==> src/rtl/key_scan_pkg.sv <==
// Shared types and constants for the key_scan keypad device: FSM states, Dout layout, idle patterns.
package key_scan_pkg;

  typedef enum logic [1:0] {
    IDLE     = 2'd0,
    DEBOUNCE = 2'd1,
    HELD     = 2'd2,
    RELEASE  = 2'd3
  } state_t;

  localparam int unsigned VALID_BIT = 31;
  localparam int unsigned OVF_BIT   = 30;
  localparam int unsigned LVL_MSB   = 29;
  localparam int unsigned LVL_LSB   = 27;
  localparam int unsigned LVL_W     = LVL_MSB - LVL_LSB + 1;
  localparam int unsigned CODE_W    = 4;

  localparam logic [3:0] ROW_IDLE = 4'b1110;
  localparam logic [3:0] COL_NONE = 4'b1111;

  // Index of the lowest active-low bit; 0 when none is low.
  function automatic logic [1:0] low_idx(input logic [3:0] v_n);
    low_idx = 2'd0;
    for (int i = 3; i >= 0; i--) begin
      if (!v_n[i]) low_idx = 2'(i);
    end
  endfunction

endpackage

==> src/rtl/key_fifo.sv <==
// Circular key-code queue with a registered head and fill level (used when KEY_FIFO_EN is defined).
module key_fifo
  import key_scan_pkg::*;
#(
  parameter int unsigned DEPTH = 4
) (
  input  logic              clk,
  input  logic              rst,
  input  logic              push,
  input  logic              pop,
  input  logic [CODE_W-1:0] din,
  output logic [CODE_W-1:0] head,
  output logic [LVL_W-1:0]  level,
  output logic              full
);

  localparam int unsigned PTR_W = (DEPTH > 1) ? $clog2(DEPTH) : 1;

  logic [CODE_W-1:0] mem [DEPTH];
  logic [PTR_W-1:0]  wr_ptr;
  logic [PTR_W-1:0]  rd_ptr;

  function automatic logic [PTR_W-1:0] ptr_inc(input logic [PTR_W-1:0] p);
    ptr_inc = (p == PTR_W'(DEPTH - 1)) ? '0 : p + PTR_W'(1);
  endfunction

  assign full = (level == LVL_W'(DEPTH));

  always_ff @(posedge clk) begin
    if (push) mem[wr_ptr] <= din;
  end

  // Head is kept in its own flop so the read port is a register, not a memory mux.
  always_ff @(posedge clk) begin
    if (rst) begin
      wr_ptr <= '0;
      rd_ptr <= '0;
      level  <= '0;
      head   <= '0;
    end else begin
      if (push) wr_ptr <= ptr_inc(wr_ptr);
      if (pop)  rd_ptr <= ptr_inc(rd_ptr);
      level <= level + LVL_W'(push) - LVL_W'(pop);
      if (push && ((level == '0) || ((level == LVL_W'(1)) && pop)))
        head <= din;
      else if (pop && (level > LVL_W'(1)))
        head <= mem[ptr_inc(rd_ptr)];
      else if (pop)
        head <= '0;
    end
  end

endmodule

==> src/rtl/key_scan.sv <==
// Memory-mapped 4x4 keypad scanner with debounce and key queue.
// Define KEY_FIFO_EN for a FIFO_DEPTH-entry queue; otherwise a single holding register is used.
module key_scan
  import key_scan_pkg::*;
#(
  parameter int unsigned CLK_HZ         = 50000000,
  parameter int unsigned SCAN_HZ        = 1000,
  parameter int unsigned DEBOUNCE_TICKS = 8,
  parameter int unsigned FIFO_DEPTH     = 4
) (
  input  logic        clk,
  input  logic        rst,
  input  logic        Re,
  input  logic        We,
  input  logic [31:0] Din,
  output logic [31:0] Dout,
  output logic [3:0]  key_row_n,
  input  logic [3:0]  key_col_n
);

  localparam int unsigned SCAN_COUNT = CLK_HZ / SCAN_HZ;
  localparam int unsigned CNT_W      = (SCAN_COUNT > 1) ? $clog2(SCAN_COUNT) : 1;
  localparam int unsigned DEB_W      = (DEBOUNCE_TICKS > 1) ? $clog2(DEBOUNCE_TICKS) : 1;

  logic [3:0]        col_m, col_s;
  logic [CNT_W-1:0]  tick_cnt;
  logic              tick_c;
  state_t            state_q, state_d;
  logic [CODE_W-1:0] cand_q, code_c;
  logic [DEB_W-1:0]  deb_q;
  logic              none_c, match_c, deb_zero_c;
  logic              adv_row_c, load_cand_c, load_deb_c, dec_deb_c, push_c;
  logic              pop_c, full_c, valid_c, ovf_q;
  logic [CODE_W-1:0] head;
  logic [LVL_W-1:0]  level;
  logic              unused_din;

  assign unused_din = ^{Din[31], Din[29:0]};

  always_ff @(posedge clk) begin
    if (rst) begin
      col_m <= COL_NONE;
      col_s <= COL_NONE;
    end else begin
      col_m <= key_col_n;
      col_s <= col_m;
    end
  end

  always_ff @(posedge clk) begin
    if (rst || tick_c) tick_cnt <= CNT_W'(SCAN_COUNT - 1);
    else               tick_cnt <= tick_cnt - CNT_W'(1);
  end
  assign tick_c = (tick_cnt == '0);

  assign code_c     = {low_idx(key_row_n), low_idx(col_s)};
  assign none_c     = (col_s == COL_NONE);
  assign match_c    = !none_c && (code_c == cand_q);
  assign deb_zero_c = (deb_q == '0);

  always_ff @(posedge clk) begin
    if (rst) state_q <= IDLE;
    else     state_q <= state_d;
  end

  always_comb begin
    state_d = state_q;
    if (tick_c) begin
      unique case (state_q)
        IDLE:     if (!none_c) state_d = DEBOUNCE;
        DEBOUNCE: if (!match_c) state_d = IDLE;
                  else if (deb_zero_c) state_d = HELD;
        HELD:     if (none_c) state_d = RELEASE;
        RELEASE:  if (!none_c) state_d = HELD;
                  else if (deb_zero_c) state_d = IDLE;
        default:  state_d = IDLE;
      endcase
    end
  end

  always_comb begin
    adv_row_c   = 1'b0;
    load_cand_c = 1'b0;
    load_deb_c  = 1'b0;
    dec_deb_c   = 1'b0;
    push_c      = 1'b0;
    if (tick_c) begin
      unique case (state_q)
        IDLE: begin
          adv_row_c   = none_c;
          load_cand_c = !none_c;
          load_deb_c  = !none_c;
        end
        DEBOUNCE: begin
          push_c    = match_c && deb_zero_c;
          dec_deb_c = match_c && !deb_zero_c;
        end
        HELD:    load_deb_c = none_c;
        RELEASE: dec_deb_c  = none_c && !deb_zero_c;
        default: ;
      endcase
    end
  end

  always_ff @(posedge clk) begin
    if (rst) begin
      key_row_n <= ROW_IDLE;
      cand_q    <= '0;
      deb_q     <= '0;
    end else begin
      if (adv_row_c)   key_row_n <= {key_row_n[2:0], key_row_n[3]};
      if (load_cand_c) cand_q <= code_c;
      if (load_deb_c)      deb_q <= DEB_W'(DEBOUNCE_TICKS - 1);
      else if (dec_deb_c)  deb_q <= deb_q - DEB_W'(1);
    end
  end

  assign valid_c = (level != '0);
  assign pop_c   = Re && valid_c;

`ifdef KEY_FIFO_EN
  logic push_ok_c;
  assign push_ok_c = push_c && (!full_c || pop_c);

  key_fifo #(.DEPTH(FIFO_DEPTH)) u_fifo (
    .clk   (clk),
    .rst   (rst),
    .push  (push_ok_c),
    .pop   (pop_c),
    .din   (cand_q),
    .head  (head),
    .level (level),
    .full  (full_c)
  );
`else
  localparam int unsigned unused_fifo_depth = FIFO_DEPTH;
  logic valid_q;

  // Single-entry holding register; a same-cycle pop makes room for the new key.
  always_ff @(posedge clk) begin
    if (rst) begin
      valid_q <= 1'b0;
      head    <= '0;
    end else if (push_c && (!valid_q || pop_c)) begin
      valid_q <= 1'b1;
      head    <= cand_q;
    end else if (pop_c) begin
      valid_q <= 1'b0;
      head    <= '0;
    end
  end
  assign level  = LVL_W'(valid_q);
  assign full_c = valid_q;
`endif

  // Overflow is sticky; a same-cycle set beats the CPU clear.
  always_ff @(posedge clk) begin
    if (rst)                               ovf_q <= 1'b0;
    else if (push_c && full_c && !pop_c)   ovf_q <= 1'b1;
    else if (We && Din[OVF_BIT])           ovf_q <= 1'b0;
  end

  always_comb begin
    Dout                   = '0;
    Dout[VALID_BIT]        = valid_c;
    Dout[OVF_BIT]          = ovf_q;
    Dout[LVL_MSB:LVL_LSB]  = level;
    Dout[CODE_W-1:0]       = head;
  end

endmodule
==> config.mk <==
export PLATFORM = sky130hd
export DESIGN_NAME = key_scan
export DESIGN_NICKNAME = d
export VERILOG_FILES = /design/src/rtl/key_scan_pkg.sv /design/src/rtl/key_fifo.sv /design/src/rtl/key_scan.sv
export SDC_FILE = /design/constraint.sdc
export NUM_CORES = 1
export LEC_CHECK = 0
export CELL_PAD_IN_SITES_DETAIL_PLACEMENT = 0
export CELL_PAD_IN_SITES_GLOBAL_PLACEMENT = 1
export CORE_MARGIN = 5
export CORE_UTILIZATION = 38
export DETAILED_ROUTE_END_ITERATION = 16
export DONT_BUFFER_PORTS = 1
export PLACE_DENSITY_LB_ADDON = 0.1
export SYNTH_ARGS = -nofsm -noshare
export SYNTH_HDL_FRONTEND = slang
export SYNTH_SLANG_ARGS = --single-unit
==> constraint.sdc <==
create_clock -name clk -period 1.94 [get_ports clk]
set_input_delay 0.194 -clock clk [delete_from_list [all_inputs] [get_ports clk]]
set_output_delay 0.194 -clock clk [all_outputs]
set_load 0.03 [all_outputs]
Word-level counts from Yosys, hierarchy flattened
Index checks and enable logic that the tools add are counted.
{ "op_classes": {"n_reduce_logical": 22, "mux": 33, "n_addsub": 2, "n_eq_ne": 9} }
{ "op_table": {"columns": ["op", "n"], "rows": [
  ["2-bit 2-to-1 mux", 14],
  ["16-bit zero test", 1],
  ["16-bit by 1-bit subtractor with 16-bit output (second input constant)", 1],
  ["1-bit 2-to-1 mux", 12],
  ["1-bit logical AND", 9],
  ["4-bit 2-to-1 mux", 2],
  ["2-bit case mux with 4 select lines", 1],
  ["3-bit 2-to-1 mux", 2],
  ["3-bit inequality test (second input constant)", 2],
  ["2-bit nonzero test", 3],
  ["5-bit AND reduction", 1],
  ["2-bit equality test (second input constant)", 2],
  ["4-bit equality test", 1],
  ["4-bit equality test (second input constant)", 1],
  ["1-bit zero test", 4],
  ["2-bit inequality test (second input constant)", 2],
  ["1-bit case mux with 2 select lines", 2],
  ["3-bit zero test", 1],
  ["3-bit by 1-bit subtractor with 3-bit output (second input constant)", 1],
  ["2-bit by 1-bit equality test with 1-bit output (second input constant)", 1],
  ["2-bit zero test", 1],
  ["1-bit logical OR", 2]
]} }
{ "totals": {"inputBits": 40, "regBits": 43, "wordCells": 76} }

Logic depth before layout (Yosys ltp)
Gate-level depths: netlist of run 1.
{ "logic_depth": {"depth_word": 12, "depth_mapped": 9} }

Least setup slack after synthesis of run 1
Ideal clock, no wire load.
{ "synth_timing": {"path_kind": "flip-flop to flip-flop", "startpoint": "reg key_row_n[1]", "endpoint": "reg deb_q[0]", "path_stages_with_launch": 7, "period_less_slack_ps": 2032, "slack_ps": -92, "t_arrival_ps": 1901, "required_time_ps": 1809, "path_buffers": 0, "path_cell_list": "dfxtp_1 -> inv_1 -> a211oi_2 -> mux2i_1 -> o31ai_1 -> a311oi_1 -> o31ai_1"} }
{ "synth_via": {"elab_chain_len": 8} }
{ "synth_rtl": {"columns": ["element", "line", "source"], "rows": [
  ["start, declared", "key_scan.sv:17", "output logic [3:0] key_row_n,"],
  ["start signal, assigned", "key_scan.sv:111", "if (adv_row_c) key_row_n <= {key_row_n[2:0], key_row_n[3]};"],
  ["2-bit 2-to-1 mux (2 in a row)", "key_scan_pkg.sv:25", "if (!v_n[i]) low_idx = 2'(i);"],
  ["4-bit equality test", "key_scan.sv:58", "assign match_c = !none_c && (code_c == cand_q);"],
  ["1-bit logical AND", "key_scan.sv:58", null],
  ["1-bit logical AND", "key_scan.sv:96", "dec_deb_c = match_c && !deb_zero_c;"],
  ["1-bit case mux with 2 select lines", "key_scan.sv:88", "unique case (state_q)"],
  ["1-bit 2-to-1 mux", "key_scan.sv:87", "if (tick_c) begin"],
  ["2-bit nonzero test (no line)", null, null],
  ["end signal, assigned", "key_scan.sv:113", "if (load_deb_c) deb_q <= DEB_W'(DEBOUNCE_TICKS - 1);"],
  ["end signal, assigned", "key_scan.sv:114", "else if (dec_deb_c) deb_q <= deb_q - DEB_W'(1);"],
  ["end, declared", "key_scan.sv:30", "logic [DEB_W-1:0] deb_q;"]
]} }
No other way between the ends.
A chain may end at the register's enable or synchronous reset.

Final worst setup path of run 1
{ "layout_timing": {"startpoint": "reg tick_cnt[6]", "endpoint": "reg tick_cnt[14]"} }
{ "layout_via": {"elab_chain_len": 2} }
{ "layout_rtl": {"columns": ["element", "line", "source"], "rows": [
  ["start, declared", "key_scan.sv:26", "logic [CNT_W-1:0] tick_cnt;"],
  ["start signal, assigned", "key_scan.sv:51", "if (rst || tick_c) tick_cnt <= CNT_W'(SCAN_COUNT - 1);"],
  ["start signal, assigned", "key_scan.sv:52", "else tick_cnt <= tick_cnt - CNT_W'(1);"],
  ["branches (longest 2 deep; another with 16-bit by 1-bit subtractor with 16-bit output)", null, null]
]} }
Several ways; the timed one is not identified.

==> results.py, run 1 <==
metrics = {
    "sta": {
        "hold_violations": 15,
        "grt_setup_unrepaired": "yes",
        "min_period_over_period_pct": 101,
        "finalSetupTns_ns": -0.0367,
        "min_period_ns": 1.96,
        "setup_viol_count_final": 3,
        "holdWs_ns": -0.0378,
        "clock_skew_ns": 0.0103,
        "fmax_mhz": 511,
        "setup_slack_ns": -0.0161,
        "slew_violations": 0,
    },
    "synthesis": {
        "synth_fa_ha_area_share_pct": 1.64,
        "synth_edf_count": 0,
        "synth_top_family_by_area": "simple AND/OR/NAND/NOR gates",
        "ys_warn_count": 0,
        "synth_compound_area_share_pct": 10.4,
        "synth.avg_cell_area_um2": 8.73,
        "yosys.area_share.simple_pct": 27.1,
        "muxShareOfSynthArea_pct": 4.37,
        "yosysTopAreaCell": "dfxtp_1",
        "synth_xor_area_share_pct": 5.74,
        "yosys_most_used_dff": "dfxtp_1",
        "synth.distinct_cells": 47,
        "synth_area_leaders": "dfxtp_1 (38%), buf_4 (9.5%), nor2_1 (4.6%)",
        "syn_area_um2": 2290,
        "synth_top_cell_area_share_pct": 37.6,
        "async_reset_ff_share_pct": 0,
        "ys_ff_latch": 43,
        "synthCells": 262,
        "synth-seq-area-share_pct": 37.6,
    },
    "detailed_routing": {
        "postRouteWirelength_mm": 4.53,
        "wl_per_cell_um": 12.0,
        "vias_per_cell": 4.72,
        "drc_errors": 0,
        "first_iter_violations": 64,
        "dr.pass1.iters": 4,
        "drtAntennaViolNets": 0,
        "vias": 1786,
    },
    "clock_tree": {
        "path_clk_slew_ns": 0.08,
        "clockBufferDepth": 2,
        "cts_sinks": 43,
        "cts_buffers": 5,
        "cts-root-buf": "clkbuf_8",
        "tritoncts": "done",
        "h-tree-depth": 2,
        "clk_latency_ns": 0.29,
    },
    "grt": {
        "grt_max_degree": 42,
        "grt_pass1_wl_mm": 7.49,
        "overflow": 0,
        "grt_pass1_vias": 1572,
        "antenna_found_initial": 0,
        "track_usage_pct": 12.3,
    },
    "floorplanning": {
        "start_util_pct": 38.9,
        "pin_count": 76,
        "die_x_um": 87.6,
        "die_area_um2": 7670,
        "placementRows": 28,
        "core-area_um2": 5890,
        "die_h_um": 87.6,
    },
    "layout": {
        "stdcell_count": 378,
        "n_antenna_cell": 0,
        "final_common_cell": "dfxtp_1",
        "syn2layout_area_growth_pct": 24.7,
        "nFillCells": 586,
        "multi_input_area_um2": 1360,
        "drive_gt1_share_pct": 30.7,
        "fin_nets": 346,
        "final_cell_mix": "dfxtp_1 (40), buf_4 (36), nor2_1 (25), conb_1 (25), nand2_1 (19)",
        "regArea_um2": 865,
    },
    "worst_setup_path": {
        "path_common_cell": "or4_4",
        "cp_slowest_stage_delay_ns": 0.55,
        "timing.rr.start": "tick_cnt[6]",
        "critical_path_class": "reg -> reg",
        "start_kind": "register",
        "path_buf_inv": 0,
        "r2r-end": "tick_cnt[14]",
        "cp_cell_sequence": "or4_4 > nor2_4 > nand2_2 > or4_4 > xnor2_1 > or2_1",
        "rr_worst_depth": 6,
        "crit_fanout": 4,
        "arrival_ns": 2.14,
        "crit_required_ns": 2.12,
        "cp_slowest_cell": "or4_4",
        "cp-end-kind": "register",
        "critPathTopFamily": "simple AND/OR/NAND/NOR gates",
        "r2r_setup_slack_ns": -0.02,
    },
    "pwr": {
        "ir_drop_v": 0.000341,
        "power.density_nw_per_um2": 578,
        "p_leak_uw": 0.00108,
    },
    "job": {
        "max_cap_violations": 0,
    },
    "min_path": {
        "hp-class": "in -> reg",
        "holdPathStages": 1,
        "hold_path.startpoint": "rst",
        "hold-path-endpoint": "state_q[0]",
    },
    "placement": {
        "port_buffers": 0,
        "dp_cells": 358,
        "dp_hpwl_mm": 3.27,
        "place.gp.congestion": 0.781,
    },
    "outcome": {
        "status": "complete, but fails checks",
        "violations": "hold timing, setup timing",
    },
}
[synth_stat cells, types with 3 or more instances]
cell and n:
nand3_1 5, or2_2 9, nor4_1 3, nand2_1 21, and2_1 5, o21ai_0 5
clkbuf_1 7, dfxtp_1 43, buf_2 3, nor2_1 28, a21oi_1 5, inv_1 10
buf_4 29, a311oi_1 3, nand2b_1 4, o31ai_1 3, ha_1 3, xnor2_1 11
and3_1 3, xor2_1 4, a31oi_1 4, nor3_1 3, nor3b_1 9, mux2i_1 10
a211o_1 4
[timing repair]
item                                    4_1_cts  5_1_grt
gates cloned                                  0        0
buffers inserted                              1        4
hold endpoints to repair                     22       23
hold buffers                                  4        5
gates resized for setup                      24       15
endpoints found under the setup margin       27       18
pin swaps                                     7       13
[routing by layer]
metal	global-route usage [%]	routed length, um	vias to the layer above
met5	0	0	-
met4	3.77	59	0
met3	3.10	205	6
met2	18.6	1990	32
met1	17.3	2280	825
li1	-	-	923
[layout make-up]
type	count	area share, %
multi-input combinational	194	47.8
clock buffer	6	2.89
sequential	43	30.3
inverter	10	1.32
timing repair buffer	49	14.2
tap	75	3.29
clock inverter	1	0.175
[how the worst max path moves through the flow]
stage / startpoint / endpoint / depth (start not counted)
after global placement: tick_cnt[14] / head[3] / 7
after global routing: tick_cnt[14] / head[0] / 7
after CTS: tick_cnt[6] / tick_cnt[14] / 6
final: tick_cnt[6] / tick_cnt[14] / 6
after detailed placement: tick_cnt[13] / head[0] / 7
after floorplan: tick_cnt[14] / head[0] / 6
[through the flow]
stage	utilization [%]	power, uW	hold slack [ns]	area (um^2)	setup slack (ns)
5_1_grt	48.5	1740	-0.0589	2850	-0.158
4_1_cts	45.9	1670	-0.0495	2700	-0.0246
3_5_place_dp	42.3	1080	0.271	2490	-0.164
2_1_floorplan	-	1100	0.298	2380	-0.0436
3_3_place_gp	42.3	1080	0.269	2490	-0.179
6_report	48.5	1650	-0.0378	2850	-0.0161
[cells by family after synthesis]
kind of cell,count (synthesis)
AOI/OAI and AO/OA,33
muxes,10
and+or+nand+nor,108
adders and majority gates,3
buffers and inverters,49
DFF,43
xor gates and xnor gates,15
other,1
[state kept, by name (all words and copies together) (netlist names), 2 cells and up]
register and count:
state_q 2, head 4, key_row_n 4, cand_q 4
col_s 4, tick_cnt 16, col_m 4, deb_q 3
[where the power goes]
| part | switching [uW] | internal [uW] |
|---|---|---|
| logic | 117 | 56.1 |
| registers | 8.68 | 898 |
| clock network | 290 | 279 |
No activity file was read; power rests on OpenSTA's default activity.
==> run 2: changes to the inputs <==
==> constraint.sdc (replaced) <==
create_clock -name clk -period 1.6 [get_ports clk]
set_input_delay 0.16 -clock clk [delete_from_list [all_inputs] [get_ports clk]]
set_output_delay 0.16 -clock clk [all_outputs]
set_load 0.03 [all_outputs]
==> run 2 against run 1 <==
  * The flow still finishes with violations (hold timing, setup timing)
  * Total power increased by 22%
  * Worst setup slack got worse by 0.33 ns
  * Largest cell class unchanged
  * Clock skew increased by 0.0012 ns
  * Critical path depth increased by 1
  * First-iteration DRC count decreased by 58%
  * Critical path type unchanged
  * Critical endpoint is now deb_q[1]
==> results.py, run 2 (synthesis results as in run 1) <==
metrics = {
    "outcome": {
        "status": "complete, but fails checks",
        "violations": "hold timing, setup timing",
    },
    "layout": {
        "regMostFlops": "tick_cnt",
        "syn2layout_area_growth_pct": 33.5,
        "nFillCells": 569,
        "drive_gt1_share_pct": 37.1,
        "post-route-util_pct": 51.9,
        "stdcell_count": 401,
        "regArea_um2": 873,
        "final_common_cell": "buf_4",
        "final_cell_mix": "buf_4 (56), dfxtp_1 (33), conb_1 (25)",
        "n_antenna_cell": 0,
        "multi_input_area_um2": 1380,
        "fin_nets": 368,
        "largest_reg_flops": 16,
    },
    "sta": {
        "setup_viol_count_final": 35,
        "worstMarginPinSlew_ns": 0.614,
        "hold_violations": 27,
        "min_period_over_period_pct": 122,
        "grt_setup_unrepaired": "yes",
        "clock_skew_ns": 0.0115,
        "slew_violations": 0,
        "min_period_ns": 1.95,
        "holdWs_ns": -0.0802,
        "max-slew-margin-rel_pct": 59.0,
        "setup_slack_ns": -0.349,
        "finalSetupTns_ns": -7.16,
        "fmax_mhz": 513,
    },
    "floorplanning": {
        "start_util_pct": 38.9,
        "die_h_um": 87.6,
        "pin_count": 76,
        "die_x_um": 87.6,
        "core-area_um2": 5890,
        "die_area_um2": 7670,
        "placementRows": 28,
    },
    "worst_setup_path": {
        "path_buf_inv": 2,
        "cp-end-kind": "register",
        "cp-startpoint": "tick_cnt[14]",
        "path_common_cell": "buf_4",
        "critical_path_class": "reg -> reg",
        "crit_fanout": 3,
        "arrival_ns": 2.15,
        "timing.rr.start": "tick_cnt[14]",
        "crit_required_ns": 1.80,
        "critPathTopFamily": "simple AND/OR/NAND/NOR gates",
        "r2r_setup_slack_ns": -0.35,
        "rr_worst_depth": 7,
        "cp_slowest_cell": "or4_4",
        "cp_slowest_stage_delay_ns": 0.55,
        "r2r-end": "deb_q[1]",
        "cp_cell_sequence": "or4_4 > nor4_4 > buf_4 > and3b_2 > buf_4 > a221oi_1 > a311oi_1",
        "start_kind": "register",
    },
    "grt": {
        "grt_max_degree": 42,
        "track_usage_pct": 13.1,
        "grt_pass1_vias": 1730,
        "overflow": 0,
        "antenna_found_initial": 0,
        "grt_pass1_wl_mm": 7.98,
    },
    "detailed_routing": {
        "dr.pass1.iters": 4,
        "first_iter_violations": 27,
        "vias_per_cell": 4.54,
        "postRouteWirelength_mm": 4.75,
        "vias": 1819,
        "drtAntennaViolNets": 0,
        "wl_per_cell_um": 11.8,
        "drc_errors": 0,
    },
    "clock_tree": {
        "cts_buffers": 5,
        "clk_latency_ns": 0.30,
        "tritoncts": "done",
        "cts_hold_buf": 12,
        "path_clk_slew_ns": 0.09,
        "clockBufferDepth": 2,
        "cts-root-buf": "clkbuf_8",
        "cts_sinks": 43,
        "h-tree-depth": 2,
    },
    "pwr": {
        "p_leak_uw": 0.00116,
        "power.density_nw_per_um2": 659,
        "ir_drop_v": 0.000352,
    },
    "min_path": {
        "hold_path.startpoint": "rst",
        "holdPathStages": 1,
        "hp-class": "in -> reg",
        "hold-path-endpoint": "ovf_q",
    },
    "job": {
        "max_cap_violations": 0,
    },
    "placement": {
        "dp_cells": 376,
        "port_buffers": 0,
        "place.gp.congestion": 0.755,
        "dp_hpwl_mm": 3.38,
    },
}
-- run 2: changes by cell type in the layout (fill, tap and decap cells not counted), sizes merged --
cell	previous run	this run
buf	40	59
dlygate4sd3	9	12
clkinvlp	0	1
-- run 2: report_power, final --
part | switching [uW] | internal (uW)
registers | 9.06 | 1090
clock network | 376 | 305
logic | 147 | 84.9
-- run 2: worst max-delay path by stage --
| stage | end | slack (ns) | cells past startpoint |
|---|---|---|---|
| 3_5_place_dp | head[1] | -0.48 | 7 |
| 5_1_grt | deb_q[0] | -0.48 | 7 |
| 4_1_cts | tick_cnt[14] | -0.35 | 6 |
| 3_3_place_gp | head[3] | -0.43 | 7 |
| 6_report | deb_q[1] | -0.35 | 7 |
| 2_1_floorplan | head[0] | -0.38 | 6 |
-- run 2: per-layer routing --
layer	GRT usage [%]	part of all wire [%]	up-vias
li1	-	-	968
met1	17.8	50	818
met2	20.9	45	28
met3	3.20	4.7	5
met4	3.77	1.1	0
met5	0	0	-
-- run 2: final cells by class --
cell class / count / share of cell area (%)
clock inverter: 2 / 0.410
sequential: 43 / 28.6
timing repair buffer: 71 / 19.1
inverter: 10 / 1.23
multi-input combinational: 194 / 45.2
tap: 75 / 3.07
clock buffer: 6 / 2.38
-- run 2: per-stage QoR --
step           area [um^2]  total power, uW  worst slack (ns)  hold WS (ns)
6_report              3060             2010            -0.349       -0.0802
5_1_grt               3060             2120            -0.483       -0.0971
4_1_cts               3000             2040            -0.353       -0.0947
3_5_place_dp          2690             1330            -0.476         0.236
3_3_place_gp          2690             1320            -0.432         0.234
2_1_floorplan         2450             1340            -0.383         0.264
-- run 2: timing repair --
item                                   4_1_cts  5_1_grt
pin swaps                                   13        7
endpoints found under the hold margin       35       28
cloned                                       0        0
resized for setup                           21       13
setup endpoints to repair                   35       35
buffers inserted                             3        2
==> run 3: changes to the inputs <==
--- a/config.mk
+++ b/config.mk
@@ -6,9 +6,9 @@
 export NUM_CORES = 1
 export LEC_CHECK = 0
 export CELL_PAD_IN_SITES_DETAIL_PLACEMENT = 0
-export CELL_PAD_IN_SITES_GLOBAL_PLACEMENT = 1
+export CELL_PAD_IN_SITES_GLOBAL_PLACEMENT = 2
 export CORE_MARGIN = 5
-export CORE_UTILIZATION = 38
+export CORE_UTILIZATION = 32
 export DETAILED_ROUTE_END_ITERATION = 16
 export DONT_BUFFER_PORTS = 1
 export PLACE_DENSITY_LB_ADDON = 0.1
==> run 3 against run 2 <==
  * The flow finishes with violations (setup timing)
  * Total power rose by 11%
  * Combinational power rose by 3%
  * Largest cell class unchanged
  * Via count rose by 0.33%
  * Count of clock-buffer cells in the layout did not move
  * Clock power rose by 31%
  * Worst setup slack got worse by 0.040 ns
  * Non-clock buffer count fell by 6
  * Critical path depth fell by 1
  * Sequential power barely moved
==> results.py, run 3 (synthesis results as in run 1) <==
metrics = {
    "outcome": {
        "status": "complete, but fails checks",
        "violations": "setup timing",
    },
    "worst_setup_path": {
        "arrival_ns": 2.17,
        "cp_slowest_stage_delay_ns": 0.56,
        "path_buf_inv": 0,
        "critPathTopFamily": "simple AND/OR/NAND/NOR gates",
        "critical_path_class": "reg -> reg",
        "crit_required_ns": 1.78,
        "cp-end-kind": "register",
        "path_common_cell": "or4_4",
        "cp_slowest_cell": "or4_4",
        "crit_fanout": 3,
        "cp_cell_sequence": "or4_4 > nor2_4 > nand2_2 > or4_4 > xnor2_1 > or2_1",
        "start_kind": "register",
    },
    "grt": {
        "track_usage_pct": 11.8,
        "antenna_found_initial": 0,
        "grt_pass1_vias": 1702,
        "grt_max_degree": 30,
        "overflow": 0,
        "grt_use_met3_pct": 2.71,
        "use_met2_pct": 17.2,
        "grtUsageMet1_pct": 17.1,
        "top_usage_layer": "met2",
        "grt_pass1_wl_mm": 8.29,
    },
    "layout": {
        "n_antenna_cell": 0,
        "syn2layout_area_growth_pct": 35.1,
        "post-route-util_pct": 45.0,
        "drive_gt1_share_pct": 40.0,
        "final_area_um2": 3090,
        "final_cell_mix": "buf_4 (54), dfxtp_1 (34), conb_1 (25)",
        "largest_reg_flops": 16,
        "regMostFlops": "tick_cnt",
        "stdcell_count": 416,
        "fin_nets": 362,
        "nFillCells": 692,
        "final_common_cell": "buf_4",
    },
    "pwr": {
        "power.density_nw_per_um2": 720,
        "p_leak_uw": 0.00118,
        "ir_drop_v": 0.000357,
    },
    "placement": {
        "place_area_um2": 2710,
        "port_buffers": 0,
        "place.gp.congestion": 0.720,
        "dp_hpwl_mm": 3.58,
        "dp_cells": 398,
    },
    "clock_tree": {
        "clockBufferDepth": 2,
        "cts_buffers": 5,
        "h-tree-depth": 2,
        "path_clk_slew_ns": 0.09,
        "cts_sinks": 43,
        "cts-root-buf": "clkbuf_8",
        "clk_latency_ns": 0.29,
        "tritoncts": "done",
    },
    "floorplanning": {
        "die_h_um": 94.6,
        "die_x_um": 94.6,
        "start_util_pct": 33.3,
        "core-area_um2": 6870,
        "placementRows": 30,
        "die_area_um2": 8940,
        "pin_count": 76,
    },
    "detailed_routing": {
        "drtAntennaViolNets": 0,
        "first_iter_violations": 85,
        "wl_per_cell_um": 12.1,
        "vias": 1825,
        "postRouteWirelength_mm": 5.04,
        "dr.pass1.iters": 4,
        "drc_errors": 0,
        "vias_per_cell": 4.39,
    },
    "sta": {
        "fmax_mhz": 503,
        "setup_viol_count_final": 35,
        "grt_setup_unrepaired": "yes",
        "setup_slack_ns": -0.389,
        "min_period_over_period_pct": 124,
        "slew_violations": 0,
        "holdWs_ns": 0.0486,
        "hold_violations": 0,
        "clock_skew_ns": 0.00720,
        "finalSetupTns_ns": -7.51,
        "min_period_ns": 1.99,
    },
    "job": {
        "max_cap_violations": 0,
    },
    "min_path": {
        "hp-class": "in -> reg",
    },
}
run 3: changes by cell type in the layout (fill, tap and decap cells not counted), sizes merged:
| cell | before | now |
|---|---|---|
| dlygate4sd3 | 12 | 4 |
| buf | 59 | 61 |
| bufinv | 0 | 1 |
| clkinvlp | 1 | 0 |
run 3: final timing paths:
path	from	to	slack [ns]	cells past startpoint
worst max-delay path	tick_cnt[8]	tick_cnt[14]	-0.39	6
worst min-delay path	Din[30]	ovf_q	0.05	3
worst max register to register	tick_cnt[8]	tick_cnt[14]	-0.39	6
worst min register to register	col_m[2]	col_s[2]	0.41	1
run 3: stage by stage:
stage | power, uW | setup slack, ns
2_1_floorplan | 1340 | -0.383
3_3_place_gp | 1330 | -0.425
3_5_place_dp | 1330 | -0.506
4_1_cts | 2260 | -0.384
5_1_grt | 2340 | -0.514
6_report | 2230 | -0.389
run 3: what timing repair did:
item                                   in CTS  in global routing
setup buffers                               3                  3
setup endpoints to repair                  35                 35
gates cloned                                0                  0
endpoints found under the hold margin      36                  0
pin swaps                                  12                 15
hold buffers                                5                  0
gates resized for setup                    23                 22
run 3: worst reg2reg max path, cell delays in order (launching register included):
cell	delay, ns
dfxtp_2	0.32
or4_4	0.56
nor2_4	0.17
nand2_2	0.09
or4_4	0.42
xnor2_1	0.13
or2_1	0.20
run 3: routing by layer:
metal	vias to the layer above	part of all wire (%)
met1	826	51
met4	0	0.95
met3	4	5.4
li1	956	-
met5	-	0
met2	39	42
run 3: power breakdown:
part / total, uW / internal [uW] / switching, uW
Sequential: 1100 / 1090 / 9.35
Clock: 891 / 506 / 385
Combinational: 238 / 78.2 / 159
Total: 2230 / 1670 / 554
run 3: final cells by class:
class / count / area [um^2] / share of cell area (%)
multi-input cells: 194 / 1410 / 45.6
flip-flops and latches: 43 / 872 / 28.2
repair buffers: 65 / 533 / 17.2
well taps: 96 / 120 / 3.89
clock buffers: 6 / 82.6 / 2.67
inverters: 10 / 37.5 / 1.21
clock inverters: 2 / 35.0 / 1.13
